===== src/rtl/multicycle_control_fsm.sv =====
// Multi-cycle control unit for the KGP mini-RISC datapath: decodes opcode/func and
// sequences FETCH/DECODE/EXEC/MEM/WB with configurable memory wait states and stall support.
module multicycle_control_fsm #(
  parameter int IMEM_LAT = 1,
  parameter int DMEM_LAT = 1,
  parameter int LAT_W    = 4
) (
  input  logic       clk,
  input  logic       rst,
  input  logic       stall,
  input  logic [5:0] opcode,
  input  logic [5:0] func,
  output logic       imem_en,
  output logic       ir_write,
  output logic       pc_write,
  output logic [1:0] reg_write,
  output logic       imm_mux_ctrl,
  output logic       alu_mux_ctrl,
  output logic [3:0] alu_op,
  output logic       dmem_enable,
  output logic       dmem_write_enable,
  output logic [1:0] reg_write_mux_ctrl,
  output logic [4:0] br_op,
  output logic       instr_done,
  output logic       illegal
);

  typedef enum logic [2:0] {FETCH, DECODE, EXEC, MEM, WB} state_t;
  typedef enum logic [2:0] {C_ALU, C_LD, C_ST, C_BR, C_NOP} cls_t;

  state_t           state_q, state_d;
  logic [LAT_W-1:0] cnt_q, cnt_d;
  logic             run_q;
  cls_t             cls_q, dec_cls;
  logic             imm_q, amux_q, dec_imm, dec_amux, dec_ill;
  logic [3:0]       aop_q, dec_aop;
  logic [1:0]       rw_q, rwm_q, dec_rw, dec_rwm;
  logic [4:0]       br_q, dec_br;
  logic             fetch_last, mem_last, live, fin;

  always_comb begin
    dec_cls  = C_NOP;
    dec_imm  = 1'b0;
    dec_amux = 1'b0;
    dec_aop  = 4'd0;
    dec_rw   = 2'b00;
    dec_rwm  = 2'd0;
    dec_br   = 5'b00000;
    case (opcode)
      6'd0, 6'd1: if (func <= 6'd1) begin
        dec_cls  = C_ALU;
        dec_aop  = {3'b000, func[0]};
        dec_amux = opcode[0];
      end
      6'd10: if (func <= 6'd1) begin
        dec_cls = C_ALU;
        dec_aop = {3'b001, func[0]};
      end
      // 21 is the variable-shift form of 20
      6'd20, 6'd21: if (func <= 6'd2) begin
        dec_cls = C_ALU;
        dec_aop = {opcode[0], 1'b1, func[1:0]};
      end
      6'd50: begin
        dec_cls = C_ALU;
        dec_aop = 4'd7;
      end
      6'd30: begin
        dec_cls  = C_LD;
        dec_imm  = 1'b1;
        dec_amux = 1'b1;
        dec_rw   = 2'b10;
        dec_rwm  = 2'd1;
      end
      6'd31: begin
        dec_cls  = C_ST;
        dec_imm  = 1'b1;
        dec_amux = 1'b1;
      end
      6'd40: begin dec_cls = C_BR; dec_br = 5'b00001; end
      6'd41: begin dec_cls = C_BR; dec_br = 5'b00101; dec_rw = 2'b11; end
      6'd42: begin dec_cls = C_BR; dec_br = 5'b00100; end
      6'd43: begin dec_cls = C_BR; dec_br = 5'b01100; end
      6'd44: begin dec_cls = C_BR; dec_br = 5'b00010; end
      6'd45: begin dec_cls = C_BR; dec_br = 5'b00011; end
      6'd46: begin dec_cls = C_BR; dec_br = 5'b01011; end
      6'd47: begin dec_cls = C_BR; dec_br = 5'b10011; end
      default: ;
    endcase
    if (dec_cls == C_ALU) begin
      dec_rw  = 2'b01;
      dec_rwm = 2'd2;
    end
    dec_ill = (dec_cls == C_NOP);
  end

  assign fetch_last = (cnt_q == LAT_W'(IMEM_LAT - 1));
  assign mem_last   = (cnt_q == LAT_W'(DMEM_LAT - 1));

  always_comb begin
    state_d = state_q;
    cnt_d   = (cnt_q == '1) ? cnt_q : cnt_q + 1'b1;
    case (state_q)
      FETCH:  if (fetch_last) state_d = DECODE;
      DECODE: state_d = EXEC;
      EXEC:   state_d = (cls_q == C_ALU) ? WB :
                        (cls_q == C_LD || cls_q == C_ST) ? MEM : FETCH;
      MEM:    if (mem_last) state_d = (cls_q == C_LD) ? WB : FETCH;
      WB:     state_d = FETCH;
      default: state_d = FETCH;
    endcase
    if (state_d != state_q) cnt_d = '0;
  end

  always_ff @(posedge clk or posedge rst) begin
    if (rst) begin
      state_q <= FETCH;
      cnt_q   <= '0;
      run_q   <= 1'b0;
      cls_q   <= C_NOP;
      imm_q   <= 1'b0;
      amux_q  <= 1'b0;
      aop_q   <= 4'd0;
      rw_q    <= 2'b00;
      rwm_q   <= 2'd0;
      br_q    <= 5'd0;
    end else if (!stall) begin
      // the first unstalled edge after reset only arms the FSM; FETCH starts the cycle after
      if (!run_q) begin
        run_q <= 1'b1;
      end else begin
        state_q <= state_d;
        cnt_q   <= cnt_d;
        if (state_q == DECODE) begin
          cls_q  <= dec_cls;
          imm_q  <= dec_imm;
          amux_q <= dec_amux;
          aop_q  <= dec_aop;
          rw_q   <= dec_rw;
          rwm_q  <= dec_rwm;
          br_q   <= dec_br;
        end else if (state_d == FETCH) begin
          cls_q  <= C_NOP;
          imm_q  <= 1'b0;
          amux_q <= 1'b0;
          aop_q  <= 4'd0;
          rw_q   <= 2'b00;
          rwm_q  <= 2'd0;
          br_q   <= 5'd0;
        end
      end
    end
  end

  assign live = run_q & ~stall;
  assign fin  = ((state_q == EXEC) && (cls_q == C_BR || cls_q == C_NOP)) ||
                ((state_q == MEM) && mem_last && (cls_q == C_ST)) ||
                (state_q == WB);

  always_comb begin
    imem_en           = live && (state_q == FETCH);
    ir_write          = live && (state_q == FETCH) && fetch_last;
    illegal           = live && (state_q == DECODE) && dec_ill;
    dmem_enable       = live && (state_q == MEM);
    dmem_write_enable = live && (state_q == MEM) && (cls_q == C_ST);
    pc_write          = live && fin;
    instr_done        = live && fin;
    reg_write         = (live && (state_q == WB || (state_q == EXEC && cls_q == C_BR))) ? rw_q : 2'b00;
    if (run_q && state_q == DECODE) begin
      imm_mux_ctrl       = dec_imm;
      alu_mux_ctrl       = dec_amux;
      alu_op             = dec_aop;
      reg_write_mux_ctrl = dec_rwm;
      br_op              = dec_br;
    end else begin
      imm_mux_ctrl       = imm_q;
      alu_mux_ctrl       = amux_q;
      alu_op             = aop_q;
      reg_write_mux_ctrl = rwm_q;
      br_op              = br_q;
    end
  end

endmodule


===== config.mk =====
export PLATFORM = sky130hd
export DESIGN_NAME = multicycle_control_fsm
export DESIGN_NICKNAME = d
export VERILOG_FILES = /design/src/rtl/multicycle_control_fsm.sv
export SDC_FILE = /design/constraint.sdc
export NUM_CORES = 1
export LEC_CHECK = 0
export ABC_AREA = 1
export CAP_MARGIN = 20
export CORE_ASPECT_RATIO = 1.25
export CORE_MARGIN = 10
export CORE_UTILIZATION = 46
export CTS_CLUSTER_SIZE = 28
export DETAILED_ROUTE_END_ITERATION = 7
export PLACE_DENSITY = 0.81
export SLEW_MARGIN = 40
export SYNTH_ARGS = -nofsm -noshare
export SYNTH_HDL_FRONTEND = slang
export SYNTH_SLANG_ARGS = --single-unit

===== constraint.sdc =====
create_clock -name clk -period 1.6 [get_ports clk]
set_clock_uncertainty 0.05 [all_clocks]
set_input_delay 0.24 -clock clk [delete_from_list [all_inputs] [get_ports clk]]
set_output_delay 0.24 -clock clk [all_outputs]
set_load 0.01 [all_outputs]

# Word level (Yosys, flattened, before mapping)
# Index checks and enable logic that the tools add are counted.
dict set report op_classes {
  order_cmp 2
  eq_ne 27
  n_mux 41
  reduce_logical 33
  n_addsub 1
  bitwise_logic 2
}
# cell count
set op_table {}
lappend op_table {{$eq A6 B6 Y1 const B} 9}
lappend op_table {{$pmux W5 S8} 1}
lappend op_table {{$eq A6 B5 Y1 const B} 4}
lappend op_table {{$mux W3} 8}
lappend op_table {{$mux W4} 6}
lappend op_table {{$mux W2} 9}
lappend op_table {{$pmux W3 S6} 1}
lappend op_table {{$pmux W4 S4} 1}
lappend op_table {{$mux W5} 3}
lappend op_table {{$logic_and A1 B1 Y1} 13}
lappend op_table {{$eq A3 B2 Y1 const B} 4}
lappend op_table {{$logic_not A3 Y1} 4}
lappend op_table {{$pmux W3 S4} 1}
lappend op_table {{$eq A3 B3 Y1 const B} 3}
lappend op_table {{$mux W1} 9}
lappend op_table {{$reduce_or A8 Y1} 1}
lappend op_table {{$eq A3 B1 Y1 const B} 2}
lappend op_table {{$eq A6 B1 Y1 const B} 1}
lappend op_table {{$eq A6 B4 Y1 const B} 1}
lappend op_table {{$le A6 B1 Y1 const B} 1}
lappend op_table {{$le A6 B2 Y1 const B} 1}
lappend op_table {{$logic_not A6 Y1} 1}
lappend op_table {{$reduce_and A3 Y1} 2}
lappend op_table {{$reduce_or A2 Y1} 3}
lappend op_table {{other kinds (13)} 17}
dict set report totals {
  input_bits 15
  regBits 26
  elab_cells 116
  output_inout_bits 22
}

# Logic depth before layout (Yosys ltp)
dict set report depth {
  ltp_word 8
  depth_mapped 11
  ltp_nobuf 11
}

# Worst setup path after synthesis
# OpenSTA, ideal clock, no wires.
dict set report synth_path {
  kind {reg2out}
  startpoint {reg state_q[2]}
  endpoint {out alu_op[2]}
  arrival_ps 1321
  required_time_ps 1310
  n_path_buf 1
  stages_incl_launch_ff 7
  path_slack_ps -11
  path_cell_list {dfrtp_1 > inv_2 > nand2_1 > nor2_2 > nand2_1 > clkbuf_1 > o21ai_0}
}
dict set report synth_between {
  elab_chain_cells 3
}
# element line_no
set synth_lines {}
lappend synth_lines {{from (decl)} 31} ;# state_t state_q, state_d;
lappend synth_lines {{from (signal assigned)} 132} ;# state_q <= state_d;
lappend synth_lines {{$eq A3 B1 Y1} 169} ;# if (run_q && state_q == DECODE) begin
lappend synth_lines {{$logic_and A1 B1 Y1} 169}
lappend synth_lines {{$mux W4} 169}
lappend synth_lines {{to (decl)} 19} ;# output logic [3:0] alu_op,
# No other way between the ends.

# Worst setup path in the final report
dict set report layout_path {
  startpoint {reg state_q[2]}
  endpoint {out reg_write_mux_ctrl[1]}
}
dict set report layout_between {
  elab_chain_cells 3
}
# element line_no
set layout_lines {}
lappend layout_lines {{$eq A3 B1 Y1} 169}
lappend layout_lines {{$logic_and A1 B1 Y1} 169}
lappend layout_lines {{$mux W2} 169}
lappend layout_lines {{to (decl)} 22} ;# output logic [1:0] reg_write_mux_ctrl,
# No other way between the ends.

==> results list <==
* Initial Utilization: 47.9%
- Result of the run: finished, violations left
- Via count of the first global-routing pass: 2637
- Count of mapped cells out of synthesis: 264
* Met3 layer usage reported by global route: 4.88%
* Proportion of layout cells with a drive suffix above 1: 63.9%
* Required @ worst endpoint: 1310 ps
* Number of iterations in the first detailed-routing pass: 6
- The detailed router placed 2719 vias in this run.
- Met2 Track Usage GR: 40.4%
* Cell type group with the largest total delay on the critical path: simple AND/OR/NAND/NOR gates
* DRT antenna net count: 0
* Data arrival time of the critical path: 1680 ps
- Insertion delay to the later sink of the worst-skew pair: 270 ps
- Routability-driven placement finished with a final weighted congestion of 0.895.
- Worst Setup Start Kind: register
- The die is 76.4 um wide.
- The tree is rooted in a sky130_fd_sc_hd__clkbuf_8.
* Register bit total from synthesis: 26
- At the pin with the least slew margin, the transition time is 635 ps.
- In this run the critical register-to-register path is launched from state_q[2].
- Number of clock sinks: 26
- Length in cells of the worst reg-to-reg path: 12
* Cell types occupying the most area after synthesis: sky130_fd_sc_hd__dfrtp_1 (34%), sky130_fd_sc_hd__nand2_1 (14%), sky130_fd_sc_hd__inv_1 (6.4%)
- Number of port buffers: 36
* Core area: 0.00382 mm2
- Detailed-route wire length per cell: 22.3 um
- Number of remaining DRC errors: 0
* Final net count: 417
- Yosys top cell area share: 34.2%
- Overall Power: 3.31 mW
* Distinct cell type count after synthesis: 35
* FMAX: 508 MHz
- Delay of the slowest critical-path stage: 430 ps
- Number of buffer and inverter stages on the critical path: 4
- Setup-failing EPs final: 45
* Cells along the critical path: inv_2 > nand2_4 > nor2_4 > nand2_4 > buf_6 > inv_8 > nand3_2 > nand2_2 > buf_6
- For this design, the slowest cell found on the critical path is sky130_fd_sc_hd__dfrtp_1.
- IR analysis of the VDD net gives a maximum drop of 469 uV.
- The path class of the tightest hold or removal check is in -> async.
* Worst hold slack after final layout: 347 ps
- Global routing finished with a remaining overflow of 0.
- The worst register-to-register path ends at cnt_q[2].
- Setup repair after global routing could not meet its margin everywhere.
* Met1 Track Usage GR: 19.7%
* Post-DP Area: 0.00272 mm2
* Crit share post-route: 123%
- CTS built an H-tree with a depth of 1.
* Fin worst setup slack: -367 ps
- The initial antenna violation count came to 0.
* Fin crit period: 1970 ps
* PwrDens: 959 mW/mm2
- TritonCTS built the clock tree.
- Max-slew violations: 0
* Setup slack on the worst flop-to-flop path: -320 ps
- Summing all non-filler instances in the final layout gives an area of 0.00345 mm2.
* Yosys warnings: 0
- Setup tns final: -11430 ps
- Netlist area before placement: 0.00183 mm2
- Relative slew margins: 57.2%
- Max Cap Violations: 0
- STA classifies the critical path endpoint as an output pin.
- Count of fill cells added during filler insertion: 160
- Library cell occupying the most area in the post-synthesis netlist: sky130_fd_sc_hd__dfrtp_1
* Number of diodes added for antenna fixing: 0
- Entering global routing, the biggest net connects 27 pins.
* Die ar.: 0.00691 mm2
* Fraction of the yosys area taken by sequential cells: 35.7%
- DRT iter0 DRCs: 204
* Overall routing resource usage: 21.4%
* Area growth from synthesis to layout: 88.8%
* Post-Synthesis Mean Instance Area: 6.92 um2
- Leak: 1.72 nW
- Largest buffer count on any clock path: 2
- Detailed-route wire length: 10.1 mm
- 37 I/O pins were placed.
- Total clock buffers created by CTS: 3
- Crit Path Class: reg -> out
- Row cnt: 25
- Post-DP HPWL: 4.17 mm
* Clock slew at the register clock pins of the worst setup and hold paths: 100 ps
- In this run the worst path has a maximum fanout of 5.
- The first global-routing pass estimated 12.4 mm of wire.
- The number of nets in the synthesized netlist is 281.
- Using the TritonRoute via totals, the vias-per-cell ratio works out to 6.00.
* Failing checks: negative setup slack
- Die H: 90.5 um
* Layer with the highest usage: met2
- The hold violation count in the final report is 0.
==> final cells by class <==
| class | instances | area (um2) | share of cell area [%] |
|---|---|---|---|
| tap | 54 | 67.6 | 1.96 |
| clock buffer | 4 | 55.1 | 1.60 |
| inverter | 38 | 155 | 4.50 |
| multi-input combinational | 196 | 1420 | 41.1 |
| timing repair buffer | 135 | 1100 | 31.9 |
| sequential | 26 | 653 | 18.9 |
==> tightest hold or removal path, cell delays in order <==
cell and delay, ps:
sky130_fd_sc_hd__clkdlybuf4s50_1 420, sky130_fd_sc_hd__inv_1 80, sky130_fd_sc_hd__buf_4 330
==> cells in the final DEF, fill, tap and decap left out, drive strengths merged <==
cell type      count
buf              122
nand2             79
inv               38
nor2              35
o21ai             29
dfrtp             25
nand3             18
nand4              9
a21oi              8
clkbuf             8
dlygate4sd2        5
xor2               3
nor4               3
o31ai              2
clkdlybuf4s50      2
nor3               2
ha                 2
clkdlybuf4s15      2
o22ai              1
or2                1
and2               1
o21a               1
o211ai             1
a31oi              1
dfstp              1
==> stage by stage <==
| step | utilization (%) | setup slack, ps | std cells |
|---|---|---|---|
| floorplan | - | -11.5 | 264 |
| global placement | 71.4 | -935 | 416 |
| detailed placement | 71.4 | -929 | 416 |
| CTS | 83.8 | -199 | 447 |
| global route | 90.4 | -422 | 453 |
| finish | 90.4 | -367 | 453 |
==> where the power goes <==
part / switching, mW / leakage, nW / internal (mW)
Clock: 0.214 / 0.0288 / 0.220
Sequential: 0.0672 / 0.347 / 0.728
Combinational: 1.18 / 1.35 / 0.898
==> worst max path at each step <==
stage / from / end / slack [ps] / depth (start not counted)
2_1_floorplan: state_q[2] / alu_op[2] / -10 / 6
3_3_place_gp: opcode[1] / reg_write_mux_ctrl[1] / -940 / 11
3_5_place_dp: opcode[3] / reg_write_mux_ctrl[1] / -930 / 11
4_1_cts: state_q[2] / alu_op[3] / -200 / 7
5_1_grt: state_q[2] / imm_mux_ctrl / -420 / 7
6_report: state_q[2] / reg_write_mux_ctrl[1] / -370 / 9
==> flip-flops by register name, indices dropped and copies added (netlist names) <==
name and cells:
br_q 5, aop_q 4, cnt_q 4, cls_q 3, state_q 3, rw_q 2
rwm_q 2, amux_q 1, imm_q 1, run_q 1
==> Yosys cell counts, drive strengths merged <==
cell type,number
and2,1
dfrtp,25
nand3,15
o22ai,1
dfstp,1
o31ai,2
nand4,9
or2,1
nand2,79
xor2,3
o211ai,1
o21ai,29
o21a,1
ha,2
a21oi,8
buf,6
clkbuf,1
nor4,3
nor2,35
inv,38
nor3,2
a31oi,1
==> kinds of logic after synthesis <==
kind of cell,after synthesis,share of synthesized area [%]
adder cells (fa/ha/maj),2,1.37
buffers and inverters,45,10.5
XOR/XNOR,3,1.44
flip-flops,26,35.7
AND/OR/NAND/NOR,145,36.9
AO/OA/AOI/OAI,43,14.1
==> repair_timing <==
| item | in CTS | in global routing |
|---|---|---|
| buffers inserted | 23 | 7 |
| pin swaps | 49 | 39 |
| endpoints found under the setup margin | 44 | 47 |
| hold buffers | 0 | 0 |
| gates resized for setup | 205 | 77 |
| cloned | 4 | 0 |
==> routing by layer <==
layer,wire (um),vias up
met4,923,0
met2,5070,225
met5,0,-
li1,-,1133
met3,914,100
met1,3210,1261
(Power assumes the default switching activity.)
